`src/rtl/gpio_xbus_pkg.sv`:
```
// Shared register map and bus helpers for the gpio_xbus slave.
package gpio_xbus_pkg;

  typedef enum logic [2:0] {
    REG_SW_IN    = 3'd0,
    REG_LED_OUT  = 3'd1,
    REG_LED_SET  = 3'd2,
    REG_LED_CLR  = 3'd3,
    REG_LED_TGL  = 3'd4,
    REG_IRQ_EN   = 3'd5,
    REG_IRQ_STAT = 3'd6,
    REG_RSVD     = 3'd7
  } reg_e;

  localparam logic [2:0] OFF_SW_IN    = 3'd0;
  localparam logic [2:0] OFF_LED_OUT  = 3'd1;
  localparam logic [2:0] OFF_LED_SET  = 3'd2;
  localparam logic [2:0] OFF_LED_CLR  = 3'd3;
  localparam logic [2:0] OFF_LED_TGL  = 3'd4;
  localparam logic [2:0] OFF_IRQ_EN   = 3'd5;
  localparam logic [2:0] OFF_IRQ_STAT = 3'd6;
  localparam logic [2:0] OFF_RSVD     = 3'd7;

  // Expand the four byte enables into a 32-bit bit mask.
  function automatic logic [31:0] be_mask(input logic [3:0] be);
    logic [31:0] m;
    m = '0;
    for (int b = 0; b < 4; b++)
      if (be[b]) m[8*b +: 8] = 8'hFF;
    return m;
  endfunction

endpackage

```
`src/rtl/gpio_xbus_sw_debounce.sv`:
```
// Per-pin 2-flop synchronizer and debouncer; change pulses on the edge stable flips.
module sw_debounce #(
  parameter int DB_CYCLES = 65536
) (
  input  logic clk,
  input  logic rst_n,
  input  logic din,
  output logic stable,
  output logic change
);
  localparam int CW = (DB_CYCLES > 2) ? $clog2(DB_CYCLES) : 1;
  localparam logic [CW-1:0] LAST = CW'(DB_CYCLES - 1);

  logic [1:0]    sync;
  logic [CW-1:0] cnt;
  logic          synced;

  assign synced = sync[1];
  assign change = (synced != stable) && (cnt == LAST);

  always_ff @(posedge clk or negedge rst_n) begin
    if (!rst_n) begin
      sync   <= '0;
      stable <= 1'b0;
      cnt    <= '0;
    end else begin
      sync <= {sync[0], din};
      // Any sample matching stable restarts the window.
      if (synced == stable) begin
        cnt <= '0;
      end else if (change) begin
        stable <= synced;
        cnt    <= '0;
      end else begin
        cnt <= cnt + CW'(1);
      end
    end
  end

endmodule

```
`src/rtl/gpio_xbus.sv`:
```
// GPIO slave on xbus: debounced switch inputs with change interrupts, LED output register.
module gpio_xbus
  import gpio_xbus_pkg::*;
#(
  parameter int N_SW      = 8,
  parameter int N_LED     = 8,
  parameter int DB_CYCLES = 65536
) (
  input  logic             clk,
  input  logic             rst_n,
  input  logic             xbus_cs,
  input  logic             xbus_we,
  input  logic [3:0]       xbus_be,
  input  logic [31:0]      xbus_addr,
  input  logic [31:0]      xbus_wdata,
  output logic [31:0]      xbus_rdata,
  input  logic [N_SW-1:0]  sw,
  output logic [N_LED-1:0] led,
  output logic             irq
);

  logic [31:0]      bmask;
  logic             wr_en;
  reg_e             off;
  logic [N_LED-1:0] led_q, led_d, led_m, led_w;
  logic [N_SW-1:0]  en_q, en_d, stat_q, stat_d, sw_m, sw_w;
  logic [N_SW-1:0]  sw_stable, sw_change;
  logic             unused;

  assign bmask = be_mask(xbus_be);
  assign wr_en = xbus_cs && xbus_we;
  assign off   = reg_e'(xbus_addr[4:2]);
  assign led_m = bmask[N_LED-1:0];
  assign led_w = xbus_wdata[N_LED-1:0] & led_m;
  assign sw_m  = bmask[N_SW-1:0];
  assign sw_w  = xbus_wdata[N_SW-1:0] & sw_m;
  assign unused = ^{xbus_addr[31:5], xbus_addr[1:0], xbus_wdata, bmask};

  for (genvar i = 0; i < N_SW; i++) begin : g_sw
    sw_debounce #(.DB_CYCLES(DB_CYCLES)) u_db (
      .clk    (clk),
      .rst_n  (rst_n),
      .din    (sw[i]),
      .stable (sw_stable[i]),
      .change (sw_change[i])
    );
  end

  always_comb begin
    led_d = led_q;
    en_d  = en_q;
    if (wr_en) begin
      case (off)
        REG_LED_OUT: led_d = (led_q & ~led_m) | led_w;
        REG_LED_SET: led_d = led_q | led_w;
        REG_LED_CLR: led_d = led_q & ~led_w;
        REG_LED_TGL: led_d = led_q ^ led_w;
        REG_IRQ_EN:  en_d  = (en_q & ~sw_m) | sw_w;
        default: ;
      endcase
    end
  end

  // Hardware set is OR'd in after the W1C so a coincident edge wins.
  always_comb begin
    stat_d = stat_q;
    if (wr_en && off == REG_IRQ_STAT) stat_d = stat_q & ~sw_w;
    stat_d = stat_d | sw_change;
  end

  always_ff @(posedge clk or negedge rst_n) begin
    if (!rst_n) begin
      led_q  <= '0;
      en_q   <= '0;
      stat_q <= '0;
      irq    <= 1'b0;
    end else begin
      led_q  <= led_d;
      en_q   <= en_d;
      stat_q <= stat_d;
      irq    <= |(stat_q & en_q);
    end
  end

  assign led = led_q;

  always_comb begin
    xbus_rdata = '0;
    case (off)
      REG_SW_IN:    xbus_rdata[N_SW-1:0]  = sw_stable;
      REG_LED_OUT:  xbus_rdata[N_LED-1:0] = led_q;
      REG_IRQ_EN:   xbus_rdata[N_SW-1:0]  = en_q;
      REG_IRQ_STAT: xbus_rdata[N_SW-1:0]  = stat_q;
      default: ;
    endcase
  end

endmodule
```
`config.mk`:
```
export PLATFORM = sky130hd
export DESIGN_NAME = gpio_xbus
export DESIGN_NICKNAME = d
export VERILOG_FILES = /design/src/rtl/gpio_xbus_pkg.sv /design/src/rtl/gpio_xbus_sw_debounce.sv /design/src/rtl/gpio_xbus.sv
export SDC_FILE = /design/constraint.sdc
export NUM_CORES = 1
export LEC_CHECK = 0
export CAP_MARGIN = 40
export CORE_UTILIZATION = 36
export CTS_BUF_LIST = sky130_fd_sc_hd__clkbuf_16
export CTS_CLUSTER_SIZE = 25
export DETAILED_ROUTE_END_ITERATION = 16
export MAX_ROUTING_LAYER = met4
export REMOVE_ABC_BUFFERS = 1
export SETUP_SLACK_MARGIN = 0.02
export SYNTH_ARGS = -nofsm -noshare
export SYNTH_HDL_FRONTEND = slang
export SYNTH_HIERARCHICAL = 1
export SYNTH_SLANG_ARGS = --single-unit
export TNS_END_PERCENT = 30
```
`constraint.sdc`:
```
create_clock -name clk -period 4.5 [get_ports clk]
set_clock_uncertainty 0.2 [all_clocks]
set_input_delay 0.9 -clock clk [delete_from_list [all_inputs] [get_ports clk]]
set_output_delay 0.9 -clock clk [all_outputs]
set_load 0.03 [all_outputs]
```
# Yosys cells after proc, flatten, opt, wreduce, memory -nomap -nowiden
# Index checks and enable logic that the tools add are counted.
dict set report totals {
  regBits 177
  output_inout_bits 41
}
dict set report classes {
  n_reduce_logical 23
  addsub 8
  eq_ne 30
  n_bitwise 21
  mux 20
}
# op n
set op_table {}
lappend op_table {{16-bit two-way mux} 16}
lappend op_table {{16-bit by 1-bit adder with 16-bit output (second input constant)} 8}
lappend op_table {{16-bit equality test (second input constant)} 8}
lappend op_table {{8-bit one-hot mux with 4 select lines} 2}
lappend op_table {{8-bit bitwise AND} 6}
lappend op_table {{8-bit bitwise OR} 4}
lappend op_table {{2-bit AND reduction} 10}
lappend op_table {{8-bit two-way mux} 2}
lappend op_table {{8-bit inverter} 2}
lappend op_table {{1-bit logical AND} 10}
lappend op_table {{3-bit equality test (second input constant)} 3}
lappend op_table {{1-bit equality test} 8}
lappend op_table {{1-bit inequality test} 8}
lappend op_table {{1-bit inverter} 8}
lappend op_table {{8-bit OR reduction} 1}
lappend op_table {{8-bit bitwise XOR} 1}
lappend op_table {{3-bit by 2-bit equality test with 1-bit output (second input constant)} 2}
lappend op_table {{4-bit nonzero test} 1}
lappend op_table {{3-bit by 1-bit equality test with 1-bit output (second input constant)} 1}
lappend op_table {{3-bit zero test} 1}

# Depth between registers and ports, before layout
# Gate-level depths: netlist (run 1).
dict set report depth {
  depth_word 6
  mapped_depth 7
  ltp_nobuf 5
}

# Hierarchy
# Netlist (run 1), hierarchy kept.
# mod n_inst cells_per_inst area_per_inst_um2
set modules_own_cells {}
lappend modules_own_cells {sw_debounce 8 86 900.9}
lappend modules_own_cells {gpio_xbus 1 179 1775.5}

# Worst setup path after synthesis (run 1)
# Ideal clock, no wire load.
dict set report synth_path {
  path_type {input to output}
  startpoint {in xbus_addr[4]}
  endpoint {out xbus_rdata[2]}
  required_time_ps 3400
  slack_ps 1323
  cell_stages 3
  path_buffers 1
  arrival_time_ps 2077
  cell_sequence {buf_4 or2_2 o21ai_0}
}
dict set report synth_between {
  elab_chain_cells 2
  elab_cells_between_ends 5
  classes_between {3 x eq/ne; 1 x mux; 1 x reduce/logical}
}
# element line
set synth_rtl {}
lappend synth_rtl {{start, declared} gpio_xbus.sv:14} ;# input logic [31:0] xbus_addr,
lappend synth_rtl {{3-bit equality test (tied with other cells)} gpio_xbus.sv:89} ;# case (off)
lappend synth_rtl {{8-bit one-hot mux with 4 select lines (*)} gpio_xbus.sv:89}
lappend synth_rtl {{end, declared} gpio_xbus.sv:16} ;# output logic [31:0] xbus_rdata,
# Every way passes the cells marked *; elsewhere a longest branch is shown, timed or not.

# Worst setup path after layout (run 1)
dict set report layout_path {
  startpoint {in xbus_addr[4]}
  endpoint {out xbus_rdata[7]}
}
# The elaborated chain is that of the path after synthesis.

==> results of run 1 <==
[cells in the final DEF (no fill, tap or decap), drive strengths merged, types with 17 or more instances in the layout]
cell type        n
dfrtp          177
nor2           130
nand3           66
xor2            56
nand4           49
nand2           48
xnor2           41
clkdlybuf4s50   33
mux2            24
conb            24
and4            24
o21ai           23
clkbuf          18
nor3            17
a21oi           17
[through the flow]
step           hold WS (ps)  power, mW  cells
2_1_floorplan           131       1.93    840
3_3_place_gp            133       2.10   1212
3_5_place_dp            135       2.11   1212
4_1_cts                 150       3.57   1244
5_1_grt                 163       3.68   1244
6_report                148       3.53   1244
[power breakdown]
group          switching (mW)  internal (mW)
Clock                   0.639          0.813
Sequential             0.0644           1.65
Combinational           0.220          0.141
Total                   0.923           2.60
[layer usage]
layer | up-vias | wire length (um) | GRT usage
li1 | 3117 | - | -
met1 | 3144 | 9320 | 0.212
met2 | 93 | 8430 | 0.234
met3 | 13 | 539 | 0.0330
met4 | 0 | 169 | 0.0377
met5 | - | 0 | -
[worst reg2reg max path, delay by kind of cell, from the launching register on]
family,cells,cell delay (ps)
flip-flops,1,380
adder cells (fa/ha/maj),1,280
AND/OR/NAND/NOR,3,600
AO/OA/AOI/OAI,1,410
[cell families (layout without fill, tap and decap cells)]
family | after synthesis | count (layout)
and+or+nand+nor | 391 | 391
DFF | 177 | 177
AOI/OAI and AO/OA | 95 | 95
buffers and inverters | 58 | 88
muxes | 32 | 32
other | 1 | 24
adders and majority gates | 16 | 16
xor gates and xnor gates | 97 | 97
[worst max path at each step]
stage	end	cells after the start
after CTS	xbus_rdata[4]	5
final	xbus_rdata[7]	5
after detailed placement	xbus_rdata[4]	5
after floorplan	xbus_rdata[2]	2
after global placement	xbus_rdata[4]	5
after global routing	xbus_rdata[6]	7
[cell usage after synthesis (16+ instances only)]
master | instances | share of area
sky130_fd_sc_hd__dfrtp_1 | 177 | 0.49
sky130_fd_sc_hd__nor2_1 | 130 | 0.054
sky130_fd_sc_hd__xnor2_1 | 41 | 0.040
sky130_fd_sc_hd__and4_1 | 16 | 0.016
sky130_fd_sc_hd__o21ai_0 | 23 | 0.013
sky130_fd_sc_hd__ha_1 | 16 | 0.022
sky130_fd_sc_hd__nand2_1 | 48 | 0.020
sky130_fd_sc_hd__nand3_1 | 66 | 0.037
sky130_fd_sc_hd__buf_4 | 25 | 0.021
sky130_fd_sc_hd__or3_1 | 16 | 0.011
sky130_fd_sc_hd__o2bb2ai_1 | 16 | 0.016
sky130_fd_sc_hd__xor2_1 | 56 | 0.055
sky130_fd_sc_hd__nand4_1 | 41 | 0.029
sky130_fd_sc_hd__nor3_1 | 16 | 0.0089
sky130_fd_sc_hd__mux2_2 | 24 | 0.030
[registers in the layout, indices dropped and copies added (netlist names), named ones only]
register,flops
stat_q,8
g_sw.u_db/sync,16
g_sw.u_db/cnt,128
g_sw.u_db/stable,8
irq,1
led,8
[cell type report]
| type | count | area (um2) |
|---|---|---|
| timing repair buffer | 48 | 487 |
| multi-input combinational | 655 | 4240 |
| sequential | 177 | 4430 |
| fill | 2374 | 14200 |
| tap | 324 | 405 |
| clock buffer | 17 | 425 |
| inverter | 8 | 30.0 |
| clock inverter | 15 | 146 |
==> results.md, run 1 <==
Routing:
- In the final routed layout, each cell accounts on average for 14.8 um.
- The detailed router finished its first iteration with 374 violations.
- The total wire length is 18500 um.
- For this block, the via count after detailed routing is 6367.
- The count of nets left with antenna violations once routing finished came out at 0.
- For this run, the detailed router's first-pass iteration total came to 4.
- The detailed-route DRC error count is 0.
- After detailed routing, the number of vias per cell comes to 5.12.

Final layout:
- The area growth from synthesis to layout is 13.1%.
- The number of antenna diodes in the final layout is 0.
- For this run, the share of the core covered by cells in the final layout is 0.417.
- The net count reported at finish is 1003.
- In the final layout, the share of cells above drive strength 1 is 0.121.
- Summing all non-filler instances in the final layout gives an area of 0.0102 mm2.

STA:
- The actual transition at the worst max-transition pin is 714 ps.
- Once routing completed, OpenROAD measured the worst setup slack at 607 ps.
- The clock period minus final worst setup slack is between 3000 and 4000 ps.
- The count of final max-slew check failures is 0.
- Headroom to the max-slew limit came out at 0.522.
- In the final timing run, aggregate negative setup slack is 0 ps.
- Setup repair after global routing left no endpoint under its margin.
- The total count of hold-check failures in the final report is 0.
- The share of the clock period used by the worst path after layout is 0.865.
- The highest achievable clock rate is 257 MHz.
- Setup violations remaining at the end of the flow were counted as 0.

CTS:
- The buffer cell driving the clock tree root is sky130_fd_sc_hd__clkbuf_16.
- The number of buffers inserted during clock tree synthesis is 17.
- The number of hold buffers added after CTS was 0.
- Gates resized during post-CTS repair numbered 0.
- TritonCTS built the clock tree.
- The clock net in this run drives a total of 177 sinks.
- The post-CTS setup buffer count is 0.
- The deepest level of the CTS H-tree is 4.
- The clock reaches the later pin of the worst-skew pair after around 430 ps.
- After clock tree synthesis, the clock-pin slew on the worst setup and hold paths is ~60 ps.
- In this run the deepest clock path goes through 2 buffers.

Synthesis:
- In the synthesized netlist the dominant register cell turns out to be sky130_fd_sc_hd__dfrtp_1.
- The mean area per synthesized cell is 10.4 um2.
- The number of enable-type register cells in the synthesized netlist is 0.
- Measured against the total synthesized area, the mux share comes to 0.0390.
- The total of warnings raised by yosys is 6.
- The post-synthesis compound-gate area fraction is 0.0748.
- The post-synthesis async set-or-reset flop share is 1.00.
- The part of the Yosys area used for sequential elements is 0.493.
- The post-synthesis sequential element count is approximately 180.
- The post-synthesis instance area is 0.00898 mm2.
- The simple-gate share of the synthesized area is 0.231.
- Of the total synthesized cell area, the portion taken by full adders, half adders and majority gates is 0.0223.
- The synthesized netlist cell count is slightly below 900.
- Counting distinct cell types in the post-synthesis netlist gives 42.
- Of the total synthesized cell area, the portion taken by XOR and XNOR cells is 0.0946.
- The dominant combinational cell family by area after synthesis is simple AND/OR/NAND/NOR gates.

Worst hold path:
- The classification of the worst-slack hold path is reg -> reg.
- The worst hold path begins at g_sw[5].u_db/sync[0].
- Counting instances, the worst hold path has a depth of 0.
- The end point of the most critical hold path is g_sw[5].u_db/sync[1].

Global route:
- The total grt overflow is 0.
- Entering global routing, the biggest net connects 87 pins.
- The initial antenna violation count was 0.
- The overall fraction of global-route tracks in use is 0.155.
- The first global-routing pass estimated 30900 um of wire.
- The number of global-route vias before repair is 6039.

Die:
- In this run the horizontal extent of the chip is ~160 um.
- For this configuration, the core starts out at a cell density of 0.368.
- The floorplan has 57 rows.
- The die covers 0.0256 mm2.
- 121 I/O pins were placed.
- The core region is 0.0244 mm2.
- The floorplan step set the die height to ~160 um.

Power:
- The power density normalized to cell area is 347 mW/mm2.
- The worst-case IR drop observed on VDD is 0.268 mV.
- The static leakage is 4.32 nW.

Placed design:
- Routability-driven placement finished with a final weighted congestion of 0.756.
- The post-detailed-placement cell area is between 0.009 and 0.01 mm2.
- OpenSTA, run right after detailed placement, puts the worst setup slack at 588 ps.
- The count of input and output buffers is 40.
- The wire-length estimate of the detail-placed layout is 12400 um.

Critical path:
- The worst setup path is captured at an output pin.
- For the worst setup path, the data required time is 3400 ps.
- The worst setup path is of the in -> out kind.
- The arrival time at the worst endpoint is between 2000 and 3000 ps.
- The cell depth of the worst flop-to-flop path is 5.
- In this design, the largest share of critical-path delay is due to buffers and inverters.
- The peak fanout along the critical path is 14.
- The reg-to-reg endpoint is g_sw[1].u_db/cnt[2].
- Traced cell by cell, the critical path runs through clkdlybuf4s50_1, buf_4, or2_2, o21ai_0, buf_12.
- The critical path starts at xbus_addr[4].
- Together, buffers and inverters on the worst path number 3.
- The startpoint kind of the worst setup timing path is an input pin.
- The setup check on the worst reg-to-reg path leaves a slack of 2520 ps.
- The startpoint identified for the worst register-to-register timing path is g_sw[1].u_db/cnt[0].
- The maximum single-stage delay on the critical path is 540 ps.
- The critical-path cell with the highest stage delay is sky130_fd_sc_hd__clkdlybuf4s50_1.

Run:
- The total of max-cap violations is 0.

Run status:
- The run finished with clean final reports.
Power figures use the tool's default switching activity.
==> inputs of run 2 (changes only) <==
--- a/config.mk
+++ b/config.mk
@@ -10,9 +10,11 @@
 export CTS_BUF_LIST = sky130_fd_sc_hd__clkbuf_16
 export CTS_CLUSTER_SIZE = 25
 export DETAILED_ROUTE_END_ITERATION = 16
+export DONT_BUFFER_PORTS = 1
 export MAX_ROUTING_LAYER = met4
 export REMOVE_ABC_BUFFERS = 1
 export SETUP_SLACK_MARGIN = 0.02
+export SKIP_LAST_GASP = 1
 export SYNTH_ARGS = -nofsm -noshare
 export SYNTH_HDL_FRONTEND = slang
 export SYNTH_HIERARCHICAL = 1
==> results.md, run 2 (synthesis results as in run 1) <==
Run status:
- Outcome: complete, but fails checks (was complete, no violations).
- The final reports fail on hold timing.

Routing:
- The total wire length is 18000 um (was 18500 um).
- The detailed-route DRC error count is 0 (unchanged).
- The wire length per cell is 15.0 um (was 14.8 um).
- The average via count per standard cell is 5.10 (was 5.12).
- The via count is 6124 (was 6367).
- The length of the first detailed-routing pass in iterations came to 4 (unchanged).
- The count of routing violations after the opening detailed-route iteration is 290 (was 374).
- The count of nets left with antenna violations after detail routing is 0 (unchanged).

Final layout:
- Most frequent cells in the layout: 177 x sky130_fd_sc_hd__dfrtp_1, 130 x sky130_fd_sc_hd__nor2_1, 66 x sky130_fd_sc_hd__nand3_1 (unchanged).
- The flip-flop count of the largest register, all copies and words added is 128 (unchanged).
- The sequential standard cell area is 0.00443 mm2 (unchanged).
- The count of non-filler cells in the finished layout was 1201 (was 1244).
- The fraction of final layout cells with drive strength greater than 1 was 0.119 (was 0.121).
- The area growth from synthesis to layout is 8.19% (was 13.1%).
- The register with the most flip-flops is g_sw.u_db/cnt (unchanged).
- The final antenna diode count was 0 (unchanged).
- The most common cell after layout, fill and taps aside is sky130_fd_sc_hd__dfrtp_1 (unchanged).
- Registers with the most flip-flops: g_sw.u_db/cnt: 128 flops, g_sw.u_db/sync: 16 flops (unchanged).
- The net count reported at finish is 961 (was 1003).
- The total of fill cells in the finished design came to 2416 (was 2374).
- The area taken by multi-input logic gates is 0.00424 mm2 (unchanged).

Global route:
- The wire length of the first global-routing pass is 30500 um (was 30900 um).
- The total grt overflow is 0 (unchanged).
- The overall fraction of global-route tracks in use was 0.153 (was 0.155).
- The maximum number of pins on one net before global-route repair was 178 (was 87).
- The number of global-route vias before repair is 5874 (was 6039).
- The initial antenna violation count is 0 (unchanged).

STA:
- The total setup violations reported at the end of the flow was 0 (unchanged).
- The actual transition at the worst max-transition pin was 764 ps (was 714 ps).
- The highest achievable clock rate is 322 MHz (was 257 MHz).
- The share of the clock period used by the worst path after layout came to 0.691 (was 0.865).
- RSZ-0062 raised after global routing: false (unchanged).
- The worst slew slack as a fraction of its limit came to 0.498 (was 0.522).
- The clock period minus final worst setup slack is 3110 ps (was 3890 ps).
- The total count of hold-check failures in the final report is 81 (was 0).
- The summed negative setup slack over all endpoints is 0 ps (unchanged).
- The count of final max-slew check failures is 0 (unchanged).
- The final worst hold slack came to -45.4 ps (was 148 ps).

Worst hold path:
- The classification of the worst-slack hold path is in -> async (was reg -> reg).

Power:
- The static leakage was 4.13 nW (was 4.32 nW).
- The worst ir drop on vdd is 0.213 mV (was 0.268 mV).
- The power density normalized to cell area is 350 mW/mm2 (was 347 mW/mm2).

Die:
- The die width is 160 um (unchanged).
- The floorplan row count is 57 (unchanged).
- The initial core utilization is 0.368 (unchanged).
- The count of boundary I/O pins is 121 (unchanged).
- The y dimension of the die was 160 um (unchanged).
- The die outline area is 0.0256 mm2 (unchanged).
- The core footprint is 0.0244 mm2 (unchanged).

Placed design:
- The number of instances in the placed design is 1170 (was 1212).
- The final weighted congestion in routability-driven placement came to 0.775 (was 0.756).
- The count of input and output buffers was 0 (was 40).
- The placed wire-length estimate is 11900 um (was 12400 um).

CTS:
- The number of buffers between clock root and the deepest sink is 2 (unchanged).
- The clock transition at the registers of the reported paths came to 70 ps (was 60 ps).
- The post-cts resize count was 0 (unchanged).
- The TritonCTS clock tree is built (unchanged).
- The post-CTS setup buffer count is 0 (unchanged).
- The clock sink count is 177 (unchanged).
- The buffer cell driving the clock tree root is sky130_fd_sc_hd__clkbuf_16 (unchanged).
- The deepest level of the CTS H-tree is 4 (unchanged).
- The later-pin clock latency in the skew report is 430 ps (about the same).
- The number of buffers inserted during clock tree synthesis came to 17 (unchanged).

Critical path:
- The reg-to-reg endpoint is g_sw[3].u_db/cnt[7] (was g_sw[1].u_db/cnt[2]).
- The worst setup path startpoint is xbus_addr[3] (was xbus_addr[4]).
- The peak fanout along the critical path is 11 (was 14).
- The worst-case register-to-register setup slack is 2520 ps (about the same).
- The required time reported for the critical path endpoint is 3400 ps (about the same).
- The classification of the worst setup path was in -> out (unchanged).
- The cell depth of the worst flop-to-flop path is 5 (unchanged).
- The element type at the critical path end is an output pin (unchanged).
- The startpoint kind of the worst setup timing path was an input pin (unchanged).
- The arrival time at the worst endpoint is 2010 ps (was 2790 ps).
- The worst reg2reg path startpoint is g_sw[3].u_db/cnt[0] (was g_sw[1].u_db/cnt[0]).

Run:
- The total of max-cap violations is 0 (unchanged).
run 2: changes by cell type in the layout (fill, tap and decap cells not counted), sizes merged:
cell           delta
clkdlybuf4s50    -33
clkinv            +1
inv               -3
clkinvlp          +1
buf               -8
clkbuf            -1
run 2: worst max-delay path by stage:
stage,endpoint,cells after the start
5_1_grt,xbus_rdata[6],5
3_5_place_dp,xbus_rdata[6],5
4_1_cts,xbus_rdata[6],5
6_report,xbus_rdata[6],5
2_1_floorplan,xbus_rdata[2],2
3_3_place_gp,xbus_rdata[6],5
run 2: per-layer routing:
metal	global-route usage	part of all wire	vias up
li1	-	-	3029
met1	0.205	0.49	3005
met2	0.224	0.45	75
met3	0.0387	0.040	15
met4	0.0532	0.016	0
met5	-	0	-
run 2: stage by stage:
stage               setup WS, ps   util  hold WS (ps)  cell area, um2  total power, mW
floorplan                   1470      -           131            8700             1.93
global placement            1420  0.375           132            9150             1.99
detailed placement          1440  0.375           136            9150             1.99
CTS                         1420  0.398         -54.1            9720             3.45
global route                1290  0.398         -69.9            9720             3.54
finish                      1390  0.398         -45.4            9720             3.40
run 2: area by class of cell:
| class | instances | area share |
|---|---|---|
| tap | 324 | 0.0417 |
| multi-input combinational | 655 | 0.436 |
| inverter | 8 | 0.00309 |
| clock inverter | 14 | 0.0148 |
| timing repair buffer | 6 | 0.00463 |
| sequential | 177 | 0.456 |
| clock buffer | 17 | 0.0438 |
run 2: power by group:
part | switching, mW | internal, mW
registers | 0.110 | 1.65
logic | 0.122 | 0.0823
clock network | 0.630 | 0.812
total | 0.861 | 2.54
run 2: critical path, stage by stage:
cell and delay (ps):
sky130_fd_sc_hd__nor2b_1 390, sky130_fd_sc_hd__a22o_1 220, sky130_fd_sc_hd__nand2_1 50, sky130_fd_sc_hd__o21ai_0 190, sky130_fd_sc_hd__buf_4 250
